==> src/rtl/jtag_pkg.sv <==
// Shared types and constants for the JTAG TAP slave.
package jtag_pkg;

    localparam int unsigned IR_CODE_W = 4;

    typedef enum logic [3:0] {
        TLR      = 4'd0,
        RTI      = 4'd1,
        SEL_DR   = 4'd2,
        CAP_DR   = 4'd3,
        SHIFT_DR = 4'd4,
        EXIT1_DR = 4'd5,
        PAUSE_DR = 4'd6,
        EXIT2_DR = 4'd7,
        UPD_DR   = 4'd8,
        SEL_IR   = 4'd9,
        CAP_IR   = 4'd10,
        SHIFT_IR = 4'd11,
        EXIT1_IR = 4'd12,
        PAUSE_IR = 4'd13,
        EXIT2_IR = 4'd14,
        UPD_IR   = 4'd15
    } tap_state_e;

    typedef enum logic [1:0] {
        DR_BYPASS = 2'd0,
        DR_IDCODE = 2'd1,
        DR_USER   = 2'd2
    } dr_sel_e;

    localparam logic [IR_CODE_W-1:0] IR_IDCODE  = 4'b0001;
    localparam logic [IR_CODE_W-1:0] IR_USER    = 4'b1000;
    localparam logic [IR_CODE_W-1:0] IR_BYPASS  = 4'b1111;
    localparam logic [IR_CODE_W-1:0] IR_CAPTURE = 4'b0001;

    // Unknown instruction codes fall back to BYPASS.
    function automatic dr_sel_e decode_ir(input logic [IR_CODE_W-1:0] ir);
        case (ir)
            IR_IDCODE: decode_ir = DR_IDCODE;
            IR_USER:   decode_ir = DR_USER;
            default:   decode_ir = DR_BYPASS;
        endcase
    endfunction

endpackage

==> src/rtl/jtag_tap_fsm.sv <==
// 16-state TAP controller with registered one-hot state strobes.
module jtag_tap_fsm
    import jtag_pkg::*;
(
    input  logic       tck,
    input  logic       trst,
    input  logic       tms,
    output tap_state_e state,
    output logic       capture_dr,
    output logic       shift_dr,
    output logic       update_dr,
    output logic       capture_ir,
    output logic       shift_ir,
    output logic       update_ir,
    output logic       tlr
);

    tap_state_e state_q, state_d;
    logic [6:0] strobe_q, strobe_d;

    always_comb begin
        state_d = state_q;
        case (state_q)
            TLR:      state_d = tms ? TLR      : RTI;
            RTI:      state_d = tms ? SEL_DR   : RTI;
            SEL_DR:   state_d = tms ? SEL_IR   : CAP_DR;
            SEL_IR:   state_d = tms ? TLR      : CAP_IR;
            CAP_DR:   state_d = tms ? EXIT1_DR : SHIFT_DR;
            SHIFT_DR: state_d = tms ? EXIT1_DR : SHIFT_DR;
            EXIT1_DR: state_d = tms ? UPD_DR   : PAUSE_DR;
            PAUSE_DR: state_d = tms ? EXIT2_DR : PAUSE_DR;
            EXIT2_DR: state_d = tms ? UPD_DR   : SHIFT_DR;
            UPD_DR:   state_d = tms ? SEL_DR   : RTI;
            CAP_IR:   state_d = tms ? EXIT1_IR : SHIFT_IR;
            SHIFT_IR: state_d = tms ? EXIT1_IR : SHIFT_IR;
            EXIT1_IR: state_d = tms ? UPD_IR   : PAUSE_IR;
            PAUSE_IR: state_d = tms ? EXIT2_IR : PAUSE_IR;
            EXIT2_IR: state_d = tms ? UPD_IR   : SHIFT_IR;
            UPD_IR:   state_d = tms ? SEL_DR   : RTI;
            default:  state_d = TLR;
        endcase
    end

    // Strobes are decoded from the next state so their flops track state_q exactly.
    always_comb begin
        strobe_d = {(state_d == CAP_DR),   (state_d == SHIFT_DR), (state_d == UPD_DR),
                    (state_d == CAP_IR),   (state_d == SHIFT_IR), (state_d == UPD_IR),
                    (state_d == TLR)};
    end

    always_ff @(posedge tck or negedge trst) begin
        if (!trst) begin
            state_q  <= TLR;
            strobe_q <= 7'b000_0001;
        end else begin
            state_q  <= state_d;
            strobe_q <= strobe_d;
        end
    end

    assign state      = state_q;
    assign capture_dr = strobe_q[6];
    assign shift_dr   = strobe_q[5];
    assign update_dr  = strobe_q[4];
    assign capture_ir = strobe_q[3];
    assign shift_ir   = strobe_q[2];
    assign update_ir  = strobe_q[1];
    assign tlr        = strobe_q[0];

endmodule

==> src/rtl/jtag_tap_modport.sv <==
// JTAG TAP slave: instruction register plus BYPASS, IDCODE and USER data registers.
module jtag_tap_modport
    import jtag_pkg::*;
#(
    parameter int unsigned IR_W       = 4,
    parameter logic [31:0] IDCODE_VAL = 32'h1A2B_3C4D,
    parameter int unsigned USER_W     = 8
) (
    input  logic              tck,
    input  logic              trst,
    input  logic              tms,
    input  logic              tdi,
    output logic              tdo,
    output logic [USER_W-1:0] user_q
);

    tap_state_e state;
    logic capture_dr, shift_dr, update_dr, capture_ir, shift_ir, update_ir, tlr;

    jtag_tap_fsm u_fsm (
        .tck        (tck),
        .trst       (trst),
        .tms        (tms),
        .state      (state),
        .capture_dr (capture_dr),
        .shift_dr   (shift_dr),
        .update_dr  (update_dr),
        .capture_ir (capture_ir),
        .shift_ir   (shift_ir),
        .update_ir  (update_ir),
        .tlr        (tlr)
    );

    logic [IR_W-1:0]   ir_q, ir_d, ir_sr_q, ir_sr_d;
    logic [31:0]       id_sr_q, id_sr_d;
    logic [USER_W-1:0] user_sr_q, user_sr_d, user_reg_q, user_reg_d;
    logic              bypass_q, bypass_d;
    logic              tdo_q, tdo_d;
    dr_sel_e           dr_sel;

    assign dr_sel = decode_ir(IR_CODE_W'(ir_q));

    always_comb begin
        ir_d       = ir_q;
        ir_sr_d    = ir_sr_q;
        id_sr_d    = id_sr_q;
        user_sr_d  = user_sr_q;
        user_reg_d = user_reg_q;
        bypass_d   = bypass_q;

        if (capture_ir) ir_sr_d = IR_W'(IR_CAPTURE);
        if (shift_ir)   ir_sr_d = {tdi, ir_sr_q[IR_W-1:1]};
        if (update_ir)  ir_d    = ir_sr_q;
        // Entering (or holding) TLR through tms reloads IDCODE; user data survives.
        if ((tlr || state == SEL_IR) && tms) ir_d = IR_W'(IR_IDCODE);

        if (capture_dr) begin
            case (dr_sel)
                DR_IDCODE: id_sr_d   = IDCODE_VAL;
                DR_USER:   user_sr_d = user_reg_q;
                default:   bypass_d  = 1'b0;
            endcase
        end
        if (shift_dr) begin
            case (dr_sel)
                DR_IDCODE: id_sr_d   = {tdi, id_sr_q[31:1]};
                DR_USER:   user_sr_d = {tdi, user_sr_q[USER_W-1:1]};
                default:   bypass_d  = tdi;
            endcase
        end
        if (update_dr && dr_sel == DR_USER) user_reg_d = user_sr_q;
    end

    always_comb begin
        tdo_d = 1'b0;
        if (shift_ir) begin
            tdo_d = ir_sr_q[0];
        end else if (shift_dr) begin
            case (dr_sel)
                DR_IDCODE: tdo_d = id_sr_q[0];
                DR_USER:   tdo_d = user_sr_q[0];
                default:   tdo_d = bypass_q;
            endcase
        end
    end

    always_ff @(posedge tck or negedge trst) begin
        if (!trst) begin
            ir_q       <= IR_W'(IR_IDCODE);
            ir_sr_q    <= '0;
            id_sr_q    <= '0;
            user_sr_q  <= '0;
            user_reg_q <= '0;
            bypass_q   <= 1'b0;
        end else begin
            ir_q       <= ir_d;
            ir_sr_q    <= ir_sr_d;
            id_sr_q    <= id_sr_d;
            user_sr_q  <= user_sr_d;
            user_reg_q <= user_reg_d;
            bypass_q   <= bypass_d;
        end
    end

    // tdo launches on the falling edge so the master samples it half a cycle later.
    always_ff @(negedge tck or negedge trst) begin
        if (!trst) tdo_q <= 1'b0;
        else       tdo_q <= tdo_d;
    end

    assign tdo    = tdo_q;
    assign user_q = user_reg_q;

endmodule

==> config.mk <==
export PLATFORM = sky130hd
export DESIGN_NAME = jtag_tap_modport
export DESIGN_NICKNAME = d
export VERILOG_FILES = /design/src/rtl/jtag_pkg.sv /design/src/rtl/jtag_tap_fsm.sv /design/src/rtl/jtag_tap_modport.sv
export SDC_FILE = /design/constraint.sdc
export NUM_CORES = 1
export LEC_CHECK = 0
export CAP_MARGIN = 10
export CORE_MARGIN = 10
export CORE_UTILIZATION = 25
export DETAILED_ROUTE_END_ITERATION = 8
export GPL_TIMING_DRIVEN = 0
export PLACE_DENSITY = 0.48
export SYNTH_ARGS = -nofsm -noshare
export SYNTH_HDL_FRONTEND = slang
export SYNTH_HIERARCHICAL = 1
export SYNTH_SLANG_ARGS = --single-unit
==> constraint.sdc <==
create_clock -name tck -period 1.7 [get_ports tck]
set_input_delay 0.255 -clock tck [delete_from_list [all_inputs] [get_ports tck]]
set_output_delay 0.255 -clock tck [all_outputs]
set_load 0.01 [all_outputs]
==> impl_metrics.json, run 1 <==
{
  "coreArea_sq_um": 11400,
  "ys_types": 43,
  "grt_pass1_wl_um": 9390,
  "hpwl_um": 3600,
  "num_io_pins": 13,
  "drt_iter0_markers": 123,
  "first_global_vias": 1851,
  "syn_to_final_growth_pct": 28.6,
  "firstDrtPassIters": 4,
  "worstPathMaxFanout": 4,
  "p_leak_nw": 1.70,
  "ys_seq_area_frac": 0.596,
  "htreeDepth": 3,
  "ys_warn_count": 6,
  "synth-simple-area-share": 0.104,
  "maxCapViolCount": 0,
  "cts_buffer_depth": 2,
  "mostFrequentLayoutCell": "dfrtp_1",
  "wl_per_cell_um": 13.9,
  "gp_congestion": 0.777,
  "hold_class": "in2async",
  "antenna_found_initial": 0,
  "critPathMaxStageDelay_ps": 530,
  "violations": "negative setup slack",
  "die_area_sq_um": 16300,
  "p_per_area_nw_per_um2": 1740,
  "synthXorXnorAreaFrac": 0.00302,
  "crit_path_start_kind": "flip-flop",
  "initial_utilization": 0.255,
  "maxSlewHeadroom": 0.424,
  "finalSetupViolations": 34,
  "drc": 0,
  "report.final.slew_viol_count": 0,
  "mostFrequentLayoutCells": "dfrtp_1 (66), nand2_1 (20), a22o_1 (17), o22a_1 (16), mux2i_1 (12)",
  "fin_ws_ps": -737,
  "grt_overflow_total": 0,
  "clk_pin_slew_ps": 60,
  "cp-end-kind": "flip-flop",
  "synth-compound-area-share": 0.173,
  "required_ps": 1010,
  "cts_buffers": 9,
  "path_class": "reg2reg",
  "antennaDiodeCount": 0,
  "cp_data_arrival_time_ps": 1740,
  "syn_area_sq_um": 2900,
  "io_buffer_count": 12,
  "fin_skew_ps": 13.4,
  "hold_viol": 0,
  "tns_ps": -1600,
  "synth_top_family_by_area": "compound AO/OA/AOI/OAI gates",
  "ant_nets": 0,
  "cts_tree": "built",
  "vias": 1879,
  "clock_latency_ps": 330,
  "status": "finished, violations left",
  "grt_max_degree": 70,
  "power.total_w": 0.00648,
  "ys_seq_elements": 69,
  "muxShareOfSynthArea": 0.0724,
  "crit_slowest_cell": "dfstp_2",
  "fin_nets": 270,
  "holdBufCountCts": 0,
  "viasPerCell": 4.57,
  "syn_nets": 241,
  "die_x_um": 128,
  "root_buffer": "clkbuf_16",
  "grtUsageTotal": 0.0713,
  "crit_chain": "nor4b_4 -> buf_4 -> ha_4 -> a221oi_4 -> o31ai_2",
  "avgSynthCellArea_sq_um": 12.4,
  "syn_inst": 234,
  "die_h_um": 128,
  "worst_pin_slew_ps": 864,
  "drive_gt1_frac": 0.231,
  "rsz0062_at_grt": "yes",
  "fp-row-count": 39,
  "routed_wl_um": 5700,
  "preCtsSetupSlack_ps": -707,
  "synth_fa_ha_area_frac": 0.0129,
  "clock_sinks": 69,
  "ir_drop_v": 0.000711
}
[kinds of logic (layout without fill, tap and decap cells)]
group                      Yosys count  count (layout)
AOI/OAI and AO/OA                   65              65
xor gates and xnor gates             1               1
adders and majority gates            3               3
buffers and inverters               19              53
DFF                                 69              69
muxes                               20              20
and+or+nand+nor                     57              57
[critical path: cells and delay by family (launching register included)]
| family | cells | cell delay, ps |
|---|---|---|
| buf+inv | 1 | 170 |
| fa+ha+maj | 1 | 210 |
| simple gates | 1 | 230 |
| compound gates | 2 | 290 |
| flops | 1 | 530 |
[final timing paths]
kind / start / to / slack, ps / depth (start not counted)
worst max-delay path: ir_q[0] / tdo / -740 / 5
max in group asynchronous: trst / tdo / 360 / 1
worst min-delay path: trst / id_sr_q[22] / 40 / 1
worst max register to register: ir_q[0] / tdo / -740 / 5
min in group tck: id_sr_q[10] / id_sr_q[10] / 490 / 1
worst min register to register: id_sr_q[10] / id_sr_q[10] / 490 / 1
[synth_stat cells]
library cell | n | area (sq um)
ha_1 | 3 | 37.5
nor2b_1 | 1 | 6.26
a31oi_1 | 1 | 6.26
o21a_1 | 2 | 15.0
buf_4 | 3 | 22.5
nor2_1 | 8 | 30.0
o21ai_0 | 12 | 60.1
dfrtp_1 | 66 | 1650
o22a_1 | 16 | 140
a221oi_1 | 1 | 8.76
a221oi_2 | 1 | 15.0
buf_2 | 7 | 35.0
o31ai_1 | 1 | 7.51
dfrtn_1 | 1 | 25.0
nand3b_1 | 1 | 7.51
or2_2 | 1 | 6.26
buf_6 | 3 | 33.8
a21oi_1 | 5 | 25.0
nor3_1 | 2 | 10.0
and2_1 | 2 | 12.5
a211o_1 | 2 | 17.5
nor4b_1 | 4 | 35.0
nor3b_1 | 3 | 22.5
and2_4 | 1 | 8.76
mux2i_1 | 12 | 120
clkbuf_1 | 2 | 7.51
a21boi_0 | 1 | 7.51
nand2_1 | 22 | 82.6
or2_1 | 1 | 6.26
a22o_1 | 17 | 149
inv_1 | 4 | 15.0
nand3_1 | 1 | 5.00
xor2_1 | 1 | 8.76
dfstp_2 | 2 | 52.6
nand2b_1 | 7 | 43.8
mux2_2 | 8 | 90.1
a32o_1 | 1 | 10.0
and3b_1 | 1 | 8.76
o31a_1 | 1 | 8.76
nor4bb_1 | 1 | 10.0
o21ai_1 | 3 | 15.0
nand2_2 | 1 | 6.26
o21ai_4 | 1 | 16.3
[metal layers]
metal | global-route usage | wire length (um) | vias up
li1 | - | - | 904
met1 | 0.0922 | 2870 | 951
met2 | 0.104 | 2580 | 17
met3 | 0.0289 | 183 | 7
met4 | 0.0278 | 65 | 0
met5 | 0 | 0 | -
[registers in the layout, summed over array words and instances, names as in the netlist]
name,cells
u_fsm/state,4
u_fsm/strobe_q,7
bypass_q,1
tdo,1
id_sr_q,32
user_sr_q,8
ir_q,4
user_q,8
ir_sr_q,4
[through the flow]
stage / hold slack (ps) / instance area [sq um] / instances / util
after CTS: 78.1 / 3560 / 404 / 0.313
after global routing: 116 / 3730 / 411 / 0.328
after global placement: 471 / 3230 / 389 / 0.284
after detailed placement: 434 / 3220 / 389 / 0.283
final: 44.6 / 3730 / 411 / 0.328
after floorplan: -40.6 / 2930 / 234 / -
[layout make-up]
cell class / count / area, sq um
Inverter: 4 / 15.0
Sequential cell: 69 / 1730
Multi-Input combinational cell: 146 / 1160
Fill cell: 1134 / 7640
Clock buffer: 10 / 239
Clock inverter: 6 / 86.3
Timing Repair Buffer: 20 / 214
Buffer: 13 / 106
Tap cell: 143 / 179
[timing repair]
item	4_1_cts	5_1_grt
pin swaps	1	11
buffers inserted	0	6
cloned	0	2
setup endpoints to repair	38	43
resized for setup	9	24
[report_power, final]
part / switching [W] / internal, W / total, W
logic: 0.000885 / 0.00103 / 0.00191
registers: 0.000380 / 0.00219 / 0.00257
clock network: 0.000678 / 0.00132 / 0.00200
Power figures use the tool's default switching activity.
==> run 2: changes to the inputs <==
GPL_TIMING_DRIVEN = default   (was 0)
PLACE_DENSITY = default   (was 0.48)
PLACE_DENSITY_LB_ADDON = 0.25   (was default)
==> run 2 against run 1 <==
The flow finishes with violations (negative hold slack, negative setup slack). Utilization decreased by 0.39 points. Global-route usage grew 0.42 points. Combinational power shrank 12%. Register-to-register slack better by 70 ps. Clock skew shrank 4.9 ps. Largest cell class unchanged. Hold slack worse by 57 ps. Routed wire length increased by 2.1%. First-iteration DRC count fell by 12%. Non-clock buffer count down 7. Total power is 1.9% lower. Flip-flop and latch count stayed put.
==> impl_metrics.json, run 2 (same netlist as run 1, synthesis figures left out) <==
{
  "status": "finished, violations left",
  "violations": "negative hold slack, negative setup slack",
  "coreArea_sq_um": 11400,
  "drive_gt1_frac": 0.218,
  "htreeDepth": 3,
  "maxSlewHeadroom": 0.684,
  "fin_nets": 264,
  "crit_path_start_kind": "flip-flop",
  "grt_pass1_wl_um": 9910,
  "antennaDiodeCount": 0,
  "largest_reg_flops": 32,
  "mostFrequentLayoutCells": "dfrtp_1 (66), nand2_1 (21), a22o_1 (17), o22a_1 (16)",
  "clock_sinks": 69,
  "pwr-share-seq": 0.419,
  "p_leak_nw": 1.68,
  "fp-row-count": 39,
  "root_buffer": "clkbuf_16",
  "power.net_switching_w": 0.00191,
  "mostFrequentLayoutCell": "dfrtp_1",
  "final_area_sq_um": 3690,
  "wl_per_cell_um": 14.4,
  "firstDrtPassIters": 4,
  "grtUsageTotal": 0.0755,
  "vias": 1856,
  "syn_to_final_growth_pct": 27.1,
  "drt_iter0_markers": 108,
  "io_buffer_count": 12,
  "finalSetupViolations": 33,
  "cts_tree": "built",
  "crit_buf_inv": 0,
  "ant_nets": 0,
  "maxCapViolCount": 0,
  "die_x_um": 128,
  "worst_hold_slack_ps": -12.7,
  "worstPathMaxFanout": 3,
  "layoutNonFillerInstCount": 405,
  "report.final.slew_viol_count": 0,
  "regMostFlops": "id_sr_q",
  "cts_buffer_depth": 2,
  "crit_slowest_cell": "dfstp_2",
  "routed_wl_um": 5820,
  "grt_max_degree": 69,
  "cts_buffers": 9,
  "worst_pin_slew_ps": 473,
  "hpwl_um": 3580,
  "clock_latency_ps": 330,
  "viasPerCell": 4.58,
  "hold_viol": 24,
  "combPwrFrac": 0.264,
  "preCtsSetupSlack_ps": -653,
  "path_class": "reg2reg",
  "fin_ws_ps": -666,
  "grt_overflow_total": 0,
  "critPathMaxStageDelay_ps": 540,
  "antenna_found_initial": 0,
  "gp_congestion": 0.716,
  "power.share.clock": 0.317,
  "required_ps": 1030,
  "initial_utilization": 0.255,
  "power.total_w": 0.00636,
  "cp-end-kind": "flip-flop",
  "placedCellCount": 389,
  "switching_share": 0.301,
  "hold_class": "in2async",
  "fillers": 1149,
  "path_delay_family": "flip-flops",
  "fin_skew_ps": 8.42,
  "first_global_vias": 1915,
  "p_per_area_nw_per_um2": 1720,
  "rsz0062_at_grt": "yes",
  "ir_drop_v": 0.000817,
  "die_h_um": 128,
  "post-route-util": 0.324,
  "dpl_cell_area_sq_um": 3300,
  "cp_data_arrival_time_ps": 1690,
  "crit_chain": "nor4b_4 -> ha_1 -> a221oi_2 -> o31ai_1",
  "clk_pin_slew_ps": 60,
  "p_int_w": 0.00445,
  "drc": 0,
  "num_io_pins": 13,
  "die_area_sq_um": 16300
}
## run 2: cell count changes in the layout (fill, tap and decap cells not counted), sizes merged
cell	change
buf	-4
clkbuf	-3
and2	+1
## run 2: area by class of cell
class	instances	area, sq um	area share
Timing Repair Buffer	26	275	0.0746
Clock buffer	10	239	0.0648
Tap cell	143	179	0.0485
Clock inverter	6	86.3	0.0234
Sequential cell	69	1730	0.469
Inverter	4	15.0	0.00407
Multi-Input combinational cell	147	1160	0.316
## run 2: routing by layer
metal | vias to the layer above | global-route usage | share of wire
met3 | 7 | 0.0368 | 0.036
met5 | - | 0 | 0
met4 | 0 | 0.0199 | 0.0089
met2 | 24 | 0.118 | 0.48
li1 | 894 | - | -
met1 | 931 | 0.0905 | 0.48
## run 2: path summary, 6_finish.rpt
path                              from          end  slack [ps]  cells after the start
setup / recovery               ir_q[0]          tdo        -670                      4
hold / removal                    trst  id_sr_q[11]         -10                      2
setup reg to reg               ir_q[0]          tdo        -670                      4
hold reg to reg            id_sr_q[13]  id_sr_q[13]         490                      1
max in group asynchronous         trst          tdo        1090                      1
min in group tck           id_sr_q[13]  id_sr_q[13]         490                      1
## run 2: power groups by stage
stage               Sequential, W  Clock [W]  Combinational (W)
floorplan                 0.00249          0            0.00127
detailed placement        0.00268          0            0.00161
global placement          0.00266          0            0.00158
CTS                       0.00266    0.00207            0.00168
global route              0.00276    0.00216            0.00187
finish                    0.00267    0.00201            0.00168
## run 2: metrics by stage
stage / TNS (ps) / hold WS, ps
after detailed placement: -3650 / 371
after CTS: -4130 / 12.6
final: -1950 / -12.7
after global routing: -5700 / 20.6
after global placement: -2790 / 371
after floorplan: -561 / -40.6
## run 2: repair_timing
action / 4_1_cts / 5_1_grt
setup endpoints to repair: 20 / 50
gates cloned: 0 / 1
pin swaps: 0 / 2
hold buffers: 0 / 0
resized for setup: 19 / 14
buffers inserted: 1 / 0
## run 2: worst register-to-register path, cell delays in order, from the launching register on
cell and delay, ps:
dfstp_2 540, nor4b_4 250, ha_1 310, a221oi_2 180, o31ai_1 80
==> run 3: changes to the inputs <==
HOLD_SLACK_MARGIN = 0.06   (was default)
==> run 3 against run 2 <==
The run ends with negative setup slack left. Die area unchanged. Register-to-register slack about the same. Largest cell class unchanged. Sequential share of layout area decreased by 0.13 points. Total power increased by 0.10%. Clock power about the same. Clock skew about the same.
==> impl_metrics.json, run 3 (same netlist as run 1, synthesis figures left out) <==
{
  "status": "finished, violations left",
  "violations": "negative setup slack",
  "crit_slowest_cell": "dfstp_2",
  "maxCapViolCount": 0,
  "switching_share": 0.301,
  "path_class": "reg2reg",
  "finalSetupViolations": 32,
  "hpwl_um": 3580,
  "holdCritStartpoint": "id_sr_q[13]",
  "cts_buffers": 9,
  "crit_path_start_kind": "flip-flop",
  "worstPathMaxFanout": 3,
  "fp-row-count": 39,
  "maxSlewHeadroom": 0.678,
  "crit_chain": "nor4b_4 -> ha_1 -> a221oi_2 -> o31ai_1",
  "p_per_area_nw_per_um2": 1720,
  "io_buffer_count": 12,
  "final_area_sq_um": 3700,
  "pwr-share-seq": 0.419,
  "hold_viol": 0,
  "root_buffer": "clkbuf_16",
  "p_leak_nw": 1.69,
  "fin_ws_ps": -663,
  "r2r-start": "ir_q[0]",
  "gp_congestion": 0.716,
  "critPathMaxStageDelay_ps": 540,
  "tns_ps": -1890,
  "worst_pin_slew_ps": 481,
  "cts_buffer_depth": 2,
  "hold_class": "reg2reg",
  "drt_iter0_markers": 111,
  "firstDrtPassIters": 5,
  "clock_sinks": 69,
  "mostFrequentLayoutCells": "dfrtp_1 (66), nand2_1 (21), a22o_1 (17), o22a_1 (16)",
  "initial_utilization": 0.255,
  "rrSetupSlack_ps": -660,
  "cts_tree": "built",
  "crit_start": "ir_q[0]",
  "hold_end": "id_sr_q[13]",
  "grt_pass1_wl_um": 9920,
  "clk_pin_slew_ps": 60,
  "dpl_cell_area_sq_um": 3300,
  "antennaDiodeCount": 0,
  "grt_max_degree": 69,
  "wl_per_cell_um": 14.4,
  "reg2reg_depth": 4,
  "die_area_sq_um": 16300,
  "cp-end-kind": "flip-flop",
  "die_x_um": 128,
  "coreArea_sq_um": 11400,
  "placedCellCount": 389,
  "fin_skew_ps": 8.16,
  "seqCellArea_sq_um": 1730,
  "mostFrequentLayoutCell": "dfrtp_1",
  "vias": 1868,
  "required_ps": 1030,
  "htreeDepth": 3,
  "power.share.clock": 0.317,
  "fin_nets": 265,
  "report.final.slew_viol_count": 0,
  "multiInputGateArea_sq_um": 1160,
  "antenna_found_initial": 0,
  "grtUsageTotal": 0.0755,
  "p_int_w": 0.00445,
  "first_global_vias": 1918,
  "ir_drop_v": 0.000817,
  "cp_data_arrival_time_ps": 1690,
  "clock_latency_ps": 330,
  "r2r_end": "tdo",
  "largest_reg_flops": 32,
  "drc": 0,
  "regMostFlops": "id_sr_q",
  "preCtsSetupSlack_ps": -653,
  "holdPathStages": 1,
  "ant_nets": 0,
  "worst_hold_slack_ps": 487,
  "viasPerCell": 4.60,
  "num_io_pins": 13,
  "drive_gt1_frac": 0.217,
  "combPwrFrac": 0.264,
  "rsz0062_at_grt": "yes",
  "die_h_um": 128,
  "fillers": 1148,
  "layoutNonFillerInstCount": 406,
  "syn_to_final_growth_pct": 27.4,
  "grt_overflow_total": 0,
  "power.net_switching_w": 0.00192,
  "routed_wl_um": 5860
}
run 3: worst max path at each step:
stage,slack (ps),cells past startpoint,end
after floorplan,-560,4,tdo
after global placement,-600,4,tdo
after detailed placement,-650,5,tdo
after CTS,-660,5,tdo
after global routing,-740,4,tdo
final,-660,4,tdo
run 3: what timing repair did:
item	CTS	global route
setup buffers	1	0
hold endpoints to repair	66	0
hold buffers	1	0
gates cloned	0	1
resized for setup	19	14
pin swaps	0	2
setup endpoints to repair	20	50
run 3: metrics by stage:
step,total power (W),utilization
final,0.00637,0.325
after global routing,0.00678,0.325
after CTS,0.00641,0.323
after detailed placement,0.00428,0.290
after global placement,0.00424,0.290
after floorplan,0.00376,-
run 3: critical path: cells and delay by family, from the launching register on:
family / cells / cell delay, ps
AO/OA/AOI/OAI: 2 / 260
adder cells (fa/ha/maj): 1 / 310
flip-flops: 1 / 540
AND/OR/NAND/NOR: 1 / 250
run 3: layout make-up:
type                    count  area share
repair buffers             27      0.0771
flip-flops and latches     69       0.468
inverters                   4     0.00406
well taps                 143      0.0484
multi-input cells         147       0.315
clock inverters             6      0.0233
clock buffers              10      0.0646
run 3: routing by layer:
layer / part of all wire / vias up / global-route usage
met3: 0.033 / 8 / 0.0372
li1: - / 896 / -
met5: 0 / - / 0
met2: 0.48 / 27 / 0.118
met4: 0.0095 / 0 / 0.0199
met1: 0.48 / 937 / 0.0903
run 3: power groups by stage:
stage | registers (W) | logic (W) | clock network (W)
6_report | 0.00267 | 0.00168 | 0.00202
3_3_place_gp | 0.00266 | 0.00158 | 0
4_1_cts | 0.00266 | 0.00168 | 0.00207
3_5_place_dp | 0.00268 | 0.00161 | 0
5_1_grt | 0.00276 | 0.00187 | 0.00216
2_1_floorplan | 0.00249 | 0.00127 | 0
